==> src/rtl/busqueda_frame_sequencer.sv <==
`timescale 1ns / 1ps
// -----------------------------------------------------------------------------
// busqueda_frame_sequencer
//
// Frame-level controller for the busqueda motion-search engine and its two
// pixel RAMs (ref, act). Each incoming frame is loaded into the act RAM, then
// busqueda is started and awaited, then act is copied into ref so the current
// frame becomes the next reference. The very first frame has no reference to
// search against, so it goes straight from LOAD to COPY.
//
// The sequencer owns both RAM write ports and the act RAM read port, and
// arbitrates them between the pixel loader, the act->ref copier and busqueda.
//
// Ports
//   i_clk, i_reset_n           clock, synchronous active-low reset
//   i_enable                   run frames (sampled in IDLE and at end of COPY)
//   i_pix_data/valid, o_pix_ready   raster-order pixel stream (valid&ready)
//   o_search_start             1-cycle start pulse to busqueda
//   i_search_idle/finish       busqueda status
//   i_s_wren/wraddr/data_*     busqueda write requests (ref, act)
//   i_s_rdaddr_act             busqueda act read address
//   o_ram_wren/wraddr/data_*   registered RAM write ports (ref, act)
//   o_ram_rdaddr_act           act RAM read address (combinational)
//   i_ram_q_act                act RAM read data, 1-cycle latency
//   o_frame_count              frames completed, wraps
//   o_seq_state                IDLE=0 LOAD=1 START=2 WAIT=3 COPY=4
//   o_conflict                 sticky: busqueda write seen outside WAIT
// -----------------------------------------------------------------------------
module busqueda_frame_sequencer #(
    parameter int unsigned MSBI        = 13,
    parameter int unsigned DW          = 9,
    parameter int unsigned FRAME_WORDS = 8192
) (
    input  logic            i_clk,
    input  logic            i_reset_n,
    input  logic            i_enable,
    input  logic [DW-1:0]   i_pix_data,
    input  logic            i_pix_valid,
    output logic            o_pix_ready,
    output logic            o_search_start,
    input  logic            i_search_idle,
    input  logic            i_search_finish,
    input  logic            i_s_wren_ref,
    input  logic            i_s_wren_act,
    input  logic [MSBI:0]   i_s_wraddr_ref,
    input  logic [MSBI:0]   i_s_wraddr_act,
    input  logic [DW-1:0]   i_s_data_ref,
    input  logic [DW-1:0]   i_s_data_act,
    input  logic [MSBI:0]   i_s_rdaddr_act,
    output logic            o_ram_wren_ref,
    output logic            o_ram_wren_act,
    output logic [MSBI:0]   o_ram_wraddr_ref,
    output logic [MSBI:0]   o_ram_wraddr_act,
    output logic [DW-1:0]   o_ram_data_ref,
    output logic [DW-1:0]   o_ram_data_act,
    output logic [MSBI:0]   o_ram_rdaddr_act,
    input  logic [DW-1:0]   i_ram_q_act,
    output logic [15:0]     o_frame_count,
    output logic [2:0]      o_seq_state,
    output logic            o_conflict
);

    localparam int unsigned AW = MSBI + 1;
    localparam logic [MSBI:0] LastAddr = AW'(FRAME_WORDS - 1);

    typedef enum logic [2:0] {
        StIdle  = 3'd0,
        StLoad  = 3'd1,
        StStart = 3'd2,
        StWait  = 3'd3,
        StCopy  = 3'd4
    } state_e;

    state_e          r_state, w_state_d;
    logic [MSBI:0]   r_cnt, w_cnt_d;          // shared LOAD write / COPY read address
    logic            r_rd_vld, w_rd_vld_d;    // a COPY read was issued last cycle
    logic [MSBI:0]   r_rd_addr, w_rd_addr_d;  // address of that read
    logic            r_rd_done, w_rd_done_d;  // last COPY read already issued
    logic            r_ref_valid, w_ref_valid_d;
    logic [15:0]     r_frame_count, w_frame_count_d;
    logic            r_conflict, w_conflict_d;

    logic            r_wren_ref, w_wren_ref_d;
    logic            r_wren_act, w_wren_act_d;
    logic [MSBI:0]   r_wraddr_ref, w_wraddr_ref_d;
    logic [MSBI:0]   r_wraddr_act, w_wraddr_act_d;
    logic [DW-1:0]   r_data_ref, w_data_ref_d;
    logic [DW-1:0]   r_data_act, w_data_act_d;

    logic            w_pix_ready;
    logic            w_search_start;

    always_comb begin
        w_state_d       = r_state;
        w_cnt_d         = r_cnt;
        w_rd_vld_d      = 1'b0;
        w_rd_addr_d     = r_rd_addr;
        w_rd_done_d     = r_rd_done;
        w_ref_valid_d   = r_ref_valid;
        w_frame_count_d = r_frame_count;
        // Busqueda writes outside WAIT are dropped and flagged until reset.
        w_conflict_d    = r_conflict |
                          ((i_s_wren_ref | i_s_wren_act) && (r_state != StWait));
        w_wren_ref_d    = 1'b0;
        w_wren_act_d    = 1'b0;
        w_wraddr_ref_d  = '0;
        w_wraddr_act_d  = '0;
        w_data_ref_d    = '0;
        w_data_act_d    = '0;
        w_pix_ready     = 1'b0;
        w_search_start  = 1'b0;

        case (r_state)
            StIdle: begin
                if (i_enable) begin
                    w_state_d = StLoad;
                    w_cnt_d   = '0;
                end
            end
            StLoad: begin
                w_pix_ready = 1'b1;
                if (i_pix_valid) begin
                    w_wren_act_d   = 1'b1;
                    w_wraddr_act_d = r_cnt;
                    w_data_act_d   = i_pix_data;
                    if (r_cnt == LastAddr) begin
                        if (r_ref_valid) begin
                            w_state_d = StStart;
                        end else begin
                            // No reference yet: nothing to search against.
                            w_state_d   = StCopy;
                            w_cnt_d     = '0;
                            w_rd_done_d = 1'b0;
                        end
                    end else begin
                        w_cnt_d = r_cnt + AW'(1);
                    end
                end
            end
            StStart: begin
                if (i_search_idle) begin
                    w_search_start = 1'b1;
                    w_state_d      = StWait;
                end
            end
            StWait: begin
                w_wren_ref_d   = i_s_wren_ref;
                w_wraddr_ref_d = i_s_wraddr_ref;
                w_data_ref_d   = i_s_data_ref;
                w_wren_act_d   = i_s_wren_act;
                w_wraddr_act_d = i_s_wraddr_act;
                w_data_act_d   = i_s_data_act;
                if (i_search_finish) begin
                    w_state_d   = StCopy;
                    w_cnt_d     = '0;
                    w_rd_done_d = 1'b0;
                end
            end
            StCopy: begin
                // Read stage: issue act[cnt] until the last address is requested.
                if (!r_rd_done) begin
                    w_rd_vld_d  = 1'b1;
                    w_rd_addr_d = r_cnt;
                    if (r_cnt == LastAddr) begin
                        w_rd_done_d = 1'b1;
                    end else begin
                        w_cnt_d = r_cnt + AW'(1);
                    end
                end
                // Write stage: read data arrives one cycle after its address.
                if (r_rd_vld) begin
                    w_wren_ref_d   = 1'b1;
                    w_wraddr_ref_d = r_rd_addr;
                    w_data_ref_d   = i_ram_q_act;
                    if (r_rd_done) begin
                        w_ref_valid_d   = 1'b1;
                        w_frame_count_d = r_frame_count + 16'd1;
                        w_cnt_d         = '0;
                        w_state_d       = i_enable ? StLoad : StIdle;
                    end
                end
            end
            default: begin
                w_state_d = StIdle;
            end
        endcase
    end

    always_ff @(posedge i_clk) begin
        if (!i_reset_n) begin
            r_state       <= StIdle;
            r_cnt         <= '0;
            r_rd_vld      <= 1'b0;
            r_rd_addr     <= '0;
            r_rd_done     <= 1'b0;
            r_ref_valid   <= 1'b0;
            r_frame_count <= '0;
            r_conflict    <= 1'b0;
            r_wren_ref    <= 1'b0;
            r_wren_act    <= 1'b0;
            r_wraddr_ref  <= '0;
            r_wraddr_act  <= '0;
            r_data_ref    <= '0;
            r_data_act    <= '0;
        end else begin
            r_state       <= w_state_d;
            r_cnt         <= w_cnt_d;
            r_rd_vld      <= w_rd_vld_d;
            r_rd_addr     <= w_rd_addr_d;
            r_rd_done     <= w_rd_done_d;
            r_ref_valid   <= w_ref_valid_d;
            r_frame_count <= w_frame_count_d;
            r_conflict    <= w_conflict_d;
            r_wren_ref    <= w_wren_ref_d;
            r_wren_act    <= w_wren_act_d;
            r_wraddr_ref  <= w_wraddr_ref_d;
            r_wraddr_act  <= w_wraddr_act_d;
            r_data_ref    <= w_data_ref_d;
            r_data_act    <= w_data_act_d;
        end
    end

    assign o_pix_ready      = w_pix_ready;
    assign o_search_start   = w_search_start;
    assign o_ram_wren_ref   = r_wren_ref;
    assign o_ram_wren_act   = r_wren_act;
    assign o_ram_wraddr_ref = r_wraddr_ref;
    assign o_ram_wraddr_act = r_wraddr_act;
    assign o_ram_data_ref   = r_data_ref;
    assign o_ram_data_act   = r_data_act;
    assign o_ram_rdaddr_act = (r_state == StCopy) ? r_cnt : i_s_rdaddr_act;
    assign o_frame_count    = r_frame_count;
    assign o_seq_state      = r_state;
    assign o_conflict       = r_conflict;

endmodule
==> config.mk <==
export PLATFORM = sky130hd
export DESIGN_NAME = busqueda_frame_sequencer
export DESIGN_NICKNAME = d
export VERILOG_FILES = /design/src/rtl/busqueda_frame_sequencer.sv
export SDC_FILE = /design/constraint.sdc
export NUM_CORES = 1
export LEC_CHECK = 0
export BUFFER_PORTS_ARGS = -buffer_cell sky130_fd_sc_hd__buf_2
export CELL_PAD_IN_SITES_DETAIL_PLACEMENT = 1
export CELL_PAD_IN_SITES_GLOBAL_PLACEMENT = 1
export CORE_ASPECT_RATIO = 1.5
export CORE_UTILIZATION = 38
export DETAILED_ROUTE_END_ITERATION = 7
export PLACE_DENSITY_LB_ADDON = 0.1
export REMOVE_ABC_BUFFERS = 1
export SLEW_MARGIN = 20
export SYNTH_ARGS = -nofsm -noshare
export SYNTH_HDL_FRONTEND = slang
export SYNTH_SLANG_ARGS = --single-unit
==> constraint.sdc <==
create_clock -name i_clk -period 5.6 [get_ports i_clk]
set_input_delay 0.84 -clock i_clk [delete_from_list [all_inputs] [get_ports i_clk]]
set_output_delay 0.84 -clock i_clk [all_outputs]
set_load 0.05 [all_outputs]
=== Yosys cells after proc, flatten, opt, wreduce, memory -nomap -nowiden ===
Cells that the tools add are included.

* Bits in registers: 99
* Latch bits: 0
* Bits in writable memories: 0
* Memory bits (read-only): 0
* Input port bits: 86
* Output and inout bits: 84
* Logic and storage cells: 88
* Memories kept: 0

* Add/subtract/negate cells: 2
* Multipliers: 0
* Div/mod/pow operators: 0
* Order comparisons: 0
* Equality and inequality tests: 15
* Shifts and indexed selects: 0
* Multiplexer cells: 44
* Bitwise operators: 3
* Reductions and logical operators: 10

{| class="wikitable"
|+ Operators with widths
! operator !! count
|-
| 14-bit 2-to-1 mux || 12
|-
| 14-bit case mux with 2 select lines || 2
|-
| 14-bit case mux with 4 select lines || 1
|-
| 9-bit case mux with 2 select lines || 2
|-
| 3-bit 2-to-1 mux || 8
|-
| 9-bit 2-to-1 mux || 2
|-
| 16-bit by 1-bit adder with 16-bit output, second input constant || 1
|-
| 2-bit != test, second input constant || 8
|-
| 3-bit case mux with 5 select lines || 1
|-
| 14-bit by 1-bit adder with 14-bit output, second input constant || 1
|-
| 14-bit by 13-bit == test with 1-bit output, second input constant || 1
|-
| 1-bit 2-to-1 mux || 13
|-
| 5-bit AND reduction || 2
|-
| 7-bit AND reduction || 1
|-
| 3-bit by 2-bit == test with 1-bit output, second input constant || 2
|-
| 1-bit case mux with 2 select lines || 2
|-
| 2-bit AND reduction || 2
|-
| 4-bit nonzero test || 1
|-
| 3-bit by 1-bit == test with 1-bit output, second input constant || 1
|-
| 3-bit == test, second input constant || 1
|-
| 3-bit zero test || 1
|-
| 3-bit by 2-bit != test with 1-bit output, second input constant || 1
|-
| 3-bit != test, second input constant || 1
|-
| 1-bit case mux with 3 select lines || 1
|-
| other kinds (5) || 6
|}

=== Depth between registers and ports, before layout ===
Gate-level depths: netlist of run 1.

* Depth after elaboration: 6
* Depth in mapped cells: 9
* Gate-level depth less buffers: 7

=== Worst setup path before layout of run 1 ===
Ideal clock, no wire load.

* Path kind: reg-to-output
* From: register r_state[2], in the netlist o_seq_state[2]
* To: output o_ram_rdaddr_act[10]
* Data arrival time: 1.982 ns
* Slack: 2.778 ns
* Stages on the path, launching flop included: 6
* Cell sequence: dfxtp_1 buf_4 nor3b_4 buf_4 buf_2 mux2_2

* Longest elaborated chain between the ends: 2

{| class="wikitable"
|+ RTL lines
! item !! line !! source
|-
| start, declared || 74 || <nowiki>state_e r_state, w_state_d;</nowiki>
|-
| start signal, assigned || 191 || <nowiki>r_state <= StIdle;</nowiki>
|-
| start signal, assigned || 206 || <nowiki>r_state <= w_state_d;</nowiki>
|-
| 3-bit == test || 231 || <nowiki>assign o_ram_rdaddr_act = (r_state == StCopy) ? r_cnt : i_s_rdaddr_act;</nowiki>
|-
| 14-bit 2-to-1 mux || 231 ||
|-
| end, declared || 56 || <nowiki>output logic [MSBI:0] o_ram_rdaddr_act,</nowiki>
|}

No other way between the ends.

=== Worst setup path in the final report of run 1 ===
* From: register r_state[2], in the netlist o_seq_state[2]
* To: output o_ram_rdaddr_act[2]

The elaborated chain is that of the path after synthesis.

==> results.sh, run 1 <==
export IMPL_firstDrtPassIters=4
export IMPL_outcome="complete, no violations"
export IMPL_worstHoldPathCells=2
export IMPL_port_buffers=169
export IMPL_grt_max_degree=37
export IMPL_path_cells="nor3b_4, buf_4, mux2_2, buf_2"
export IMPL_drt_iter0_drc=136
export IMPL_syn_instance_count=480
export IMPL_postSynth_asyncResetShare=0
export IMPL_grt_ovfl_total=0
export IMPL_r2r_cells=6
export IMPL_die_w_um=89.72
export IMPL_hp_class="flip-flop to flip-flop"
export IMPL_dp_hpwl_um=9000
export IMPL_numCtsBuffers=9
export IMPL_yosysUniqueCellTypes=63
export IMPL_r2r_setup_slack_ns=2.96
export IMPL_grt_use_total=0.2143
export IMPL_setup_viol=0
export IMPL_rsz0062_at_grt="no"
export IMPL_die_height_um=133.6
export IMPL_post_cts_resized=0
export IMPL_vias=4008
export IMPL_path_buf_inv=2
export IMPL_initial_core_util=0.3946
export IMPL_critPathTopFamily="buffers and inverters"
export IMPL_syn_area_um2=4385
export IMPL_slew_viol_final=0
export IMPL_finalCritPeriodShare=0.5480
export IMPL_final_common_cell="buf_2"
export IMPL_diodes=0
export IMPL_max_slew_margin_rel=0.3065
export IMPL_cts_tree="yes"
export IMPL_arrival_ns=2.23
export IMPL_timing_fmax_mhz=325.8
export IMPL_postCtsSetupBuffers=0
export IMPL_ys_ff_latch=99
export IMPL_crit_type="flip-flop to output port"
export IMPL_endpoint_kind="output port"
export IMPL_layout_min_cycle_time_ns=3.069
export IMPL_total_power_uw=1781
export IMPL_p_leak_uw=0.002310
export IMPL_tightest_slew_ns=1.040
export IMPL_maxCapViolCount=0
export IMPL_power_density_nw_per_um2=323.4
export IMPL_hold_slack_ns=0.4650
export IMPL_multi_input_area_um2=2168
export IMPL_grt_pass1_vias=4203
export IMPL_die_area_um2=11980
export IMPL_clock_sinks=99
export IMPL_ir_drop_uv=170.8
export IMPL_num_rows=47
export IMPL_viasPerCell=5.172
export IMPL_insertion_delay_ns=0.35
export IMPL_cts_max_path_buffers=2
export IMPL_wire_per_inst_um=16.28
export IMPL_clk_pin_slew_worst_paths_ns=0.07
export IMPL_worst_setup_path_start_kind="flip-flop"
export IMPL_synth_flop_cell="dfxtp_1"
export IMPL_hold_viol_final=0
export IMPL_ys_seq_area_frac=0.4519
export IMPL_fin_tns_setup_ns=0
export IMPL_syn_area_per_cell_um2=9.136
export IMPL_n_fill_cell=1378
export IMPL_antenna_left=0
export IMPL_synth_warnings=0
export IMPL_synth_edf_count=0
export IMPL_drcViolationCount=0
export IMPL_grt_pass1_wl_um=20710
export IMPL_crit_required_ns=4.76
export IMPL_slowest_stage="dfxtp_1"
export IMPL_cts_root_buf="clkbuf_16"
export IMPL_crit_fanout=20
export IMPL_holdBufCountCts=0
export IMPL_regArea_um2=1982
export IMPL_finalNetCount=712
export IMPL_io_pins=170
export IMPL_worst_path_stages=4
export IMPL_syn2layout_area_growth_pct=25.59
export IMPL_core_area_um2=11110
export IMPL_worst_path_largest_cell_delay_ns=0.54
export IMPL_routed_wl_um=12620
export IMPL_drive_gt1_frac=0.3487
export IMPL_antenna_found_initial=0
export IMPL_htree_levels=3
export IMPL_layout_common_cells="buf_2, dfxtp_1, nand2_1, nor2_1, a22oi_1"
export IMPL_fin_skew_ns=0.008957
export IMPL_place_gp_congestion=0.7452
## where the power goes
group / switching, µW / total [µW] / internal (µW)
registers: 30.4 / 751 / 720
logic: 301 / 444 / 144
clock network: 272 / 586 / 314
total: 603 / 1780 / 1180
## worst paths after layout
kind                                            end           start
worst min register to register        r_rd_addr[11]   r_rd_addr[11]
worst min-delay path                  r_rd_addr[11]   r_rd_addr[11]
worst max-delay path            o_ram_rdaddr_act[2]  o_seq_state[2]
worst max register to register             r_cnt[5]  o_seq_state[2]
## cell usage after synthesis (all sizes together), types with 6 or more instances
master  number  area [µm²]
a21oi        9       45.04
buf         17       126.4
nor2b        6       37.54
and4         7       63.81
a22oi       46       345.3
xnor2       11       96.34
nand2       60       225.2
nand4        7       58.81
o22ai        6       37.54
clkbuf      23       86.33
nor2        52       195.2
o21ai       11       55.05
dfxtp       99        1982
and2        24       151.4
mux2        14       157.7
a21boi      17       127.6
nand3        8       45.04
## worst min-delay path, cell delays in order (launching register included)
cell      delay (ns)
dfxtp_1         0.31
nand2_1         0.05
a21boi_0        0.06
## per-layer routing
layer / routed length, µm / track usage
met5: 0 / 0
met4: 228 / 0.07559
met3: 434 / 0.03653
met2: 6964 / 0.4222
met1: 4991 / 0.2245
## cells by family (layout without fill, tap and decap cells)
logic type | after synthesis | after routing | share of synthesized area
AO/OA/AOI/OAI | 118 | 118 | 0.2003
XOR/XNOR | 13 | 13 | 0.02596
adder cells (fa/ha/maj) | 3 | 3 | 0.008560
buffers and inverters | 46 | 194 | 0.05478
flip-flops | 99 | 99 | 0.4519
multiplexers | 17 | 17 | 0.04565
AND/OR/NAND/NOR | 184 | 184 | 0.2128
## flip-flops by register name, indices dropped and copies added, names as in the netlist, 3 cells and up
register and cells:
o_frame_count 16, r_cnt 14, o_ram_wraddr_act 14, o_ram_data_ref 9
o_seq_state 3, r_rd_addr 14, o_ram_wraddr_ref 14, o_ram_data_act 9
## stage by stage
stage | instance area, µm² | setup slack (ns) | std cells | util
after floorplan | 4164 | 2.695 | 439 | -
after global placement | 5229 | 2.954 | 759 | 0.4704
after detailed placement | 5229 | 2.880 | 759 | 0.4704
after CTS | 5508 | 2.509 | 775 | 0.4956
after global routing | 5508 | 2.382 | 775 | 0.4956
final | 5508 | 2.531 | 775 | 0.4956
## area by class of cell
type	instances	area share
Clock buffer	11	0.04407
Clock inverter	5	0.006588
Inverter	5	0.003408
Multi-Input combinational cell	335	0.3937
Sequential cell	99	0.3598
Tap cell	147	0.03339
Timing Repair Buffer	173	0.1590
Note: power is estimated with default switching activity, not from simulation.
==> run 2: changes to the inputs <==
--- a/config.mk
+++ b/config.mk
@@ -9,7 +9,7 @@
 export CELL_PAD_IN_SITES_DETAIL_PLACEMENT = 1
 export CELL_PAD_IN_SITES_GLOBAL_PLACEMENT = 1
 export CORE_ASPECT_RATIO = 1.5
-export CORE_UTILIZATION = 38
+export CORE_UTILIZATION = 32
 export DETAILED_ROUTE_END_ITERATION = 7
 export PLACE_DENSITY_LB_ADDON = 0.1
 export REMOVE_ABC_BUFFERS = 1
==> constraint.sdc (replaced) <==
create_clock -name i_clk -period 2.6 [get_ports i_clk]
set_input_delay 0.39 -clock i_clk [delete_from_list [all_inputs] [get_ports i_clk]]
set_output_delay 0.39 -clock i_clk [all_outputs]
set_load 0.05 [all_outputs]
==> results.sh, run 2 (synthesis results as in run 1) <==
export IMPL_arrival_ns=2.44
export IMPL_fin_skew_ns=0.008592
export IMPL_hold_slack_ns=0.2809
export IMPL_crit_fanout=11
export IMPL_n_fill_cell=1628
export IMPL_crit_required_ns=2.80
export IMPL_cts_tree="yes"
export IMPL_tightest_slew_ns=0.9940
export IMPL_cts_max_path_buffers=2
export IMPL_insertion_delay_ns=0.35
export IMPL_layout_common_cells="buf_2, dfxtp_1, nand2_1, nor2_1, a22oi_1"
export IMPL_grt_pass1_vias=4139
export IMPL_largest_register_ffs=16
export IMPL_routed_wl_um=13110
export IMPL_core_area_um2=13400
export IMPL_clock_sinks=99
export IMPL_crit_type="flip-flop to flip-flop"
export IMPL_firstDrtPassIters=4
export IMPL_port_buffers=169
export IMPL_antenna_left=0
export IMPL_slew_viol_final=0
export IMPL_max_slew_margin_rel=0.3372
export IMPL_num_rows=52
export IMPL_path_cells="ha_1, and3_2, nand4_4, a21o_2, o21ai_0, a21oi_1"
export IMPL_post_place_cells=789
export IMPL_worst_setup_path_start_kind="flip-flop"
export IMPL_vias=4066
export IMPL_timing_fmax_mhz=446.9
export IMPL_clk_pin_slew_worst_paths_ns=0.07
export IMPL_htree_levels=3
export IMPL_regArea_um2=1982
export IMPL_p_leak_uw=0.002410
export IMPL_dp_hpwl_um=9505
export IMPL_power_density_nw_per_um2=707.5
export IMPL_setup_viol=0
export IMPL_drive_gt1_frac=0.3655
export IMPL_hp_class="input pin to flip-flop"
export IMPL_fin_util=0.4239
export IMPL_finalCritPeriodShare=0.8606
export IMPL_fin_tns_setup_ns=0
export IMPL_maxCapViolCount=0
export IMPL_initial_core_util=0.3272
export IMPL_holdBufCountCts=0
export IMPL_hold_viol_final=0
export IMPL_rsz0062_at_grt="no"
export IMPL_die_height_um=145.4
export IMPL_antenna_found_initial=0
export IMPL_grt_ovfl_total=0
export IMPL_ir_drop_uv=314.6
export IMPL_die_area_um2=14190
export IMPL_postCtsSetupBuffers=0
export IMPL_numCtsBuffers=9
export IMPL_wire_per_inst_um=16.28
export IMPL_diodes=0
export IMPL_multi_input_area_um2=2168
export IMPL_final_common_cell="buf_2"
export IMPL_drt_iter0_drc=95
export IMPL_syn2layout_area_growth_pct=29.56
export IMPL_layout_min_cycle_time_ns=2.238
export IMPL_die_w_um=97.59
export IMPL_place_area_um2=5373
export IMPL_worst_path_largest_cell_delay_ns=0.50
export IMPL_finalNetCount=727
export IMPL_viasPerCell=5.051
export IMPL_grt_pass1_wl_um=20930
export IMPL_io_pins=170
export IMPL_drcViolationCount=0
export IMPL_endpoint_kind="flip-flop"
export IMPL_cts_root_buf="clkbuf_16"
export IMPL_post_cts_resized=0
export IMPL_stdcell_count=805
export IMPL_grt_max_degree=32
export IMPL_grt_use_total=0.1850
export IMPL_final_area_um2=5682
export IMPL_outcome="complete, no violations"
export IMPL_place_gp_congestion=0.7707
export IMPL_slowest_stage="o21ai_0"
==> run 2: routing by layer <==
metal  part of all wire  wire, µm  up-vias  track usage
met5                  0         0        -            0
met4              0.022       283        0      0.06691
met3              0.036       474       16      0.03170
met2               0.56      7307       92       0.3563
met1               0.38      5045     1955       0.1980
li1                   -         -     2003            -
==> run 2: worst max-delay path, delay by kind of cell (launching register included) <==
kind	cells	cell delay [ns]
and+or+nand+nor	2	0.49
AOI/OAI and AO/OA	3	0.88
DFF	1	0.49
adders and majority gates	1	0.24
==> run 2: area by class of cell <==
cell class | count | area share
Clock buffer | 9 | 0.03964
Clock inverter | 7 | 0.01475
Multi-Input combinational cell | 335 | 0.3816
Timing Repair Buffer | 188 | 0.1762
Tap cell | 162 | 0.03567
Sequential cell | 99 | 0.3488
Inverter | 5 | 0.003303
==> run 2: worst paths after layout <==
path | from | end | slack, ns | cells past startpoint
setup / recovery | r_cnt[0] | r_cnt[7] | 0.36 | 6
hold / removal | i_pix_data[5] | o_ram_data_act[5] | 0.28 | 3
setup reg to reg | r_cnt[0] | r_cnt[7] | 0.36 | 6
hold reg to reg | r_ref_valid | r_ref_valid | 0.47 | 1
==> run 2: through the flow <==
step	setup slack (ns)	total power, µW
floorplan	-0.2691	2294
global placement	0.4570	2660
detailed placement	0.3302	2674
CTS	0.3383	4085
global route	0.1458	4217
finish	0.3624	4020
==> run 2: power breakdown <==
part           internal, µW  switching (µW)  total (µW)
sequential             1550            56.3        1610
clock                   762             632        1390
combinational           349             669        1020
total                  2660            1360        4020
==> run 3: changes to the inputs <==
--- a/config.mk
+++ b/config.mk
@@ -6,10 +6,11 @@
 export NUM_CORES = 1
 export LEC_CHECK = 0
 export BUFFER_PORTS_ARGS = -buffer_cell sky130_fd_sc_hd__buf_2
+export CAP_MARGIN = 20
 export CELL_PAD_IN_SITES_DETAIL_PLACEMENT = 1
 export CELL_PAD_IN_SITES_GLOBAL_PLACEMENT = 1
 export CORE_ASPECT_RATIO = 1.5
-export CORE_UTILIZATION = 32
+export CORE_UTILIZATION = 35
 export DETAILED_ROUTE_END_ITERATION = 7
 export PLACE_DENSITY_LB_ADDON = 0.1
 export REMOVE_ABC_BUFFERS = 1
==> constraint.sdc (replaced) <==
create_clock -name i_clk -period 2.5 [get_ports i_clk]
set_input_delay 0.375 -clock i_clk [delete_from_list [all_inputs] [get_ports i_clk]]
set_output_delay 0.375 -clock i_clk [all_outputs]
set_load 0.05 [all_outputs]
==> results.sh, run 3 (synthesis results as in run 1) <==
export IMPL_drcViolationCount=0
export IMPL_tightest_slew_ns=0.9538
export IMPL_post_place_cells=782
export IMPL_stdcell_count=798
export IMPL_largest_register_ffs=16
export IMPL_worst_setup_path_start_kind="flip-flop"
export IMPL_cts_max_path_buffers=2
export IMPL_clk_pin_slew_worst_paths_ns=0.07
export IMPL_layout_common_cells="buf_2, dfxtp_1, nand2_1, nor2_1, a22oi_1"
export IMPL_finalNetCount=729
export IMPL_total_power_uw=4188
export IMPL_timing_fmax_mhz=437.6
export IMPL_slew_viol_final=0
export IMPL_r2r_start="o_seq_state[1]"
export IMPL_grt_ovfl_total=0
export IMPL_grt_pass1_wl_um=20810
export IMPL_cp_startpoint="o_seq_state[2]"
export IMPL_io_pins=170
export IMPL_port_buffers=169
export IMPL_htree_levels=3
export IMPL_crit_type="flip-flop to output port"
export IMPL_grt_max_degree=37
export IMPL_p_leak_uw=0.002431
export IMPL_hold_start="i_ram_q_act[8]"
export IMPL_viasPerCell=5.135
export IMPL_endpoint_kind="output port"
export IMPL_p_comb_frac=0.257
export IMPL_cts_tree="yes"
export IMPL_hold_viol_final=0
export IMPL_grt_use_total=0.2046
export IMPL_rsz0062_at_grt="no"
export IMPL_fin_tns_setup_ns=0
export IMPL_diodes=0
export IMPL_crit_required_ns=2.12
export IMPL_layout_min_cycle_time_ns=2.285
export IMPL_fin_skew_ns=0.008240
export IMPL_finalCritPeriodShare=0.9140
export IMPL_p_switching_uw=1416
export IMPL_clock_sinks=99
export IMPL_numCtsBuffers=9
export IMPL_initial_core_util=0.3631
export IMPL_holdBufCountCts=0
export IMPL_setup_viol=0
export IMPL_drive_gt1_frac=0.3690
export IMPL_power_density_nw_per_um2=735.8
export IMPL_vias=4098
export IMPL_core_area_um2=12080
export IMPL_cts_root_buf="clkbuf_16"
export IMPL_power_frac_clock=0.348
export IMPL_num_rows=49
export IMPL_syn2layout_area_growth_pct=29.79
export IMPL_sw_frac_of_total=0.3380
export IMPL_die_area_um2=12990
export IMPL_routed_wl_um=12940
export IMPL_seqPwrFrac=0.396
export IMPL_antenna_left=0
export IMPL_place_gp_congestion=0.7865
export IMPL_die_height_um=139.1
export IMPL_hp_class="input pin to flip-flop"
export IMPL_post_cts_resized=0
export IMPL_crit_fanout=17
export IMPL_antenna_found_initial=0
export IMPL_firstDrtPassIters=4
export IMPL_die_w_um=93.40
export IMPL_outcome="complete, no violations"
export IMPL_grt_pass1_vias=4186
export IMPL_final_common_cell="buf_2"
export IMPL_dp_hpwl_um=9470
export IMPL_insertion_delay_ns=0.35
export IMPL_wire_per_inst_um=16.21
export IMPL_maxCapViolCount=0
export IMPL_n_fill_cell=1483
export IMPL_max_slew_margin_rel=0.3641
export IMPL_place_area_um2=5376
export IMPL_ir_drop_uv=333.1
export IMPL_drt_iter0_drc=153
export IMPL_postCtsSetupBuffers=0
export IMPL_power_internal_uw=2772
export IMPL_arrival_ns=1.91
export IMPL_final_area_um2=5692
-- run 3: changes by cell type in the layout (fill, tap and decap cells not counted) --
cell / before / now
o221ai_2: 0 / 1
o221ai_1: 1 / 0
buf_4: 18 / 20
clkinv_4: 3 / 1
inv_8: 1 / 2
clkinv_2: 0 / 1
inv_6: 1 / 2
clkinvlp_4: 1 / 0
-- run 3: power groups by stage --
| stage | clock, µW | sequential [µW] | combinational [µW] |
|---|---|---|---|
| after floorplan | 0 | 1760 | 624 |
| after global placement | 0 | 1690 | 1060 |
| after detailed placement | 0 | 1700 | 1080 |
| after CTS | 1500 | 1660 | 1090 |
| after global routing | 1580 | 1660 | 1150 |
| final | 1460 | 1660 | 1070 |
-- run 3: area by class of cell --
class	instances	area (µm²)	area share
Clock buffer	9	225.2	0.03957
Clock inverter	7	83.83	0.01473
Inverter	5	18.77	0.003297
Multi-Input combinational cell	335	2175	0.3821
Sequential cell	99	1982	0.3482
Tap cell	153	191.4	0.03363
Timing Repair Buffer	190	1016	0.1785
-- run 3: worst paths after layout --
| kind | endpoint | slack [ns] | cells past startpoint |
|---|---|---|---|
| worst max-delay path | o_ram_rdaddr_act[3] | 0.21 | 4 |
| worst min register to register | r_rd_addr[7] | 0.47 | 2 |
| worst max register to register | r_cnt[10] | 0.26 | 5 |
| worst min-delay path | o_ram_data_ref[8] | 0.26 | 3 |
-- run 3: per-stage QoR --
| step | hold WS, ns | setup slack, ns | util |
|---|---|---|---|
| floorplan | 0.4330 | -0.3691 | - |
| global placement | 0.4474 | 0.2823 | 0.4451 |
| detailed placement | 0.4607 | 0.1889 | 0.4451 |
| CTS | 0.2500 | 0.1802 | 0.4707 |
| global route | 0.2618 | 0.03094 | 0.4713 |
| finish | 0.2593 | 0.2149 | 0.4713 |
-- run 3: worst max-delay path, cell delays in order, from the launching register on --
cell and delay [ns]:
dfxtp_1 0.46, nor3b_4 0.24, buf_4 0.26, mux2_2 0.38, buf_2 0.21
-- run 3: metal layers --
metal	share of wire	vias up	GRT usage
li1	-	2007	-
met1	0.39	1974	0.2206
met2	0.56	107	0.3909
met3	0.045	10	0.04002
met4	0.011	0	0.06154
met5	0	-	0
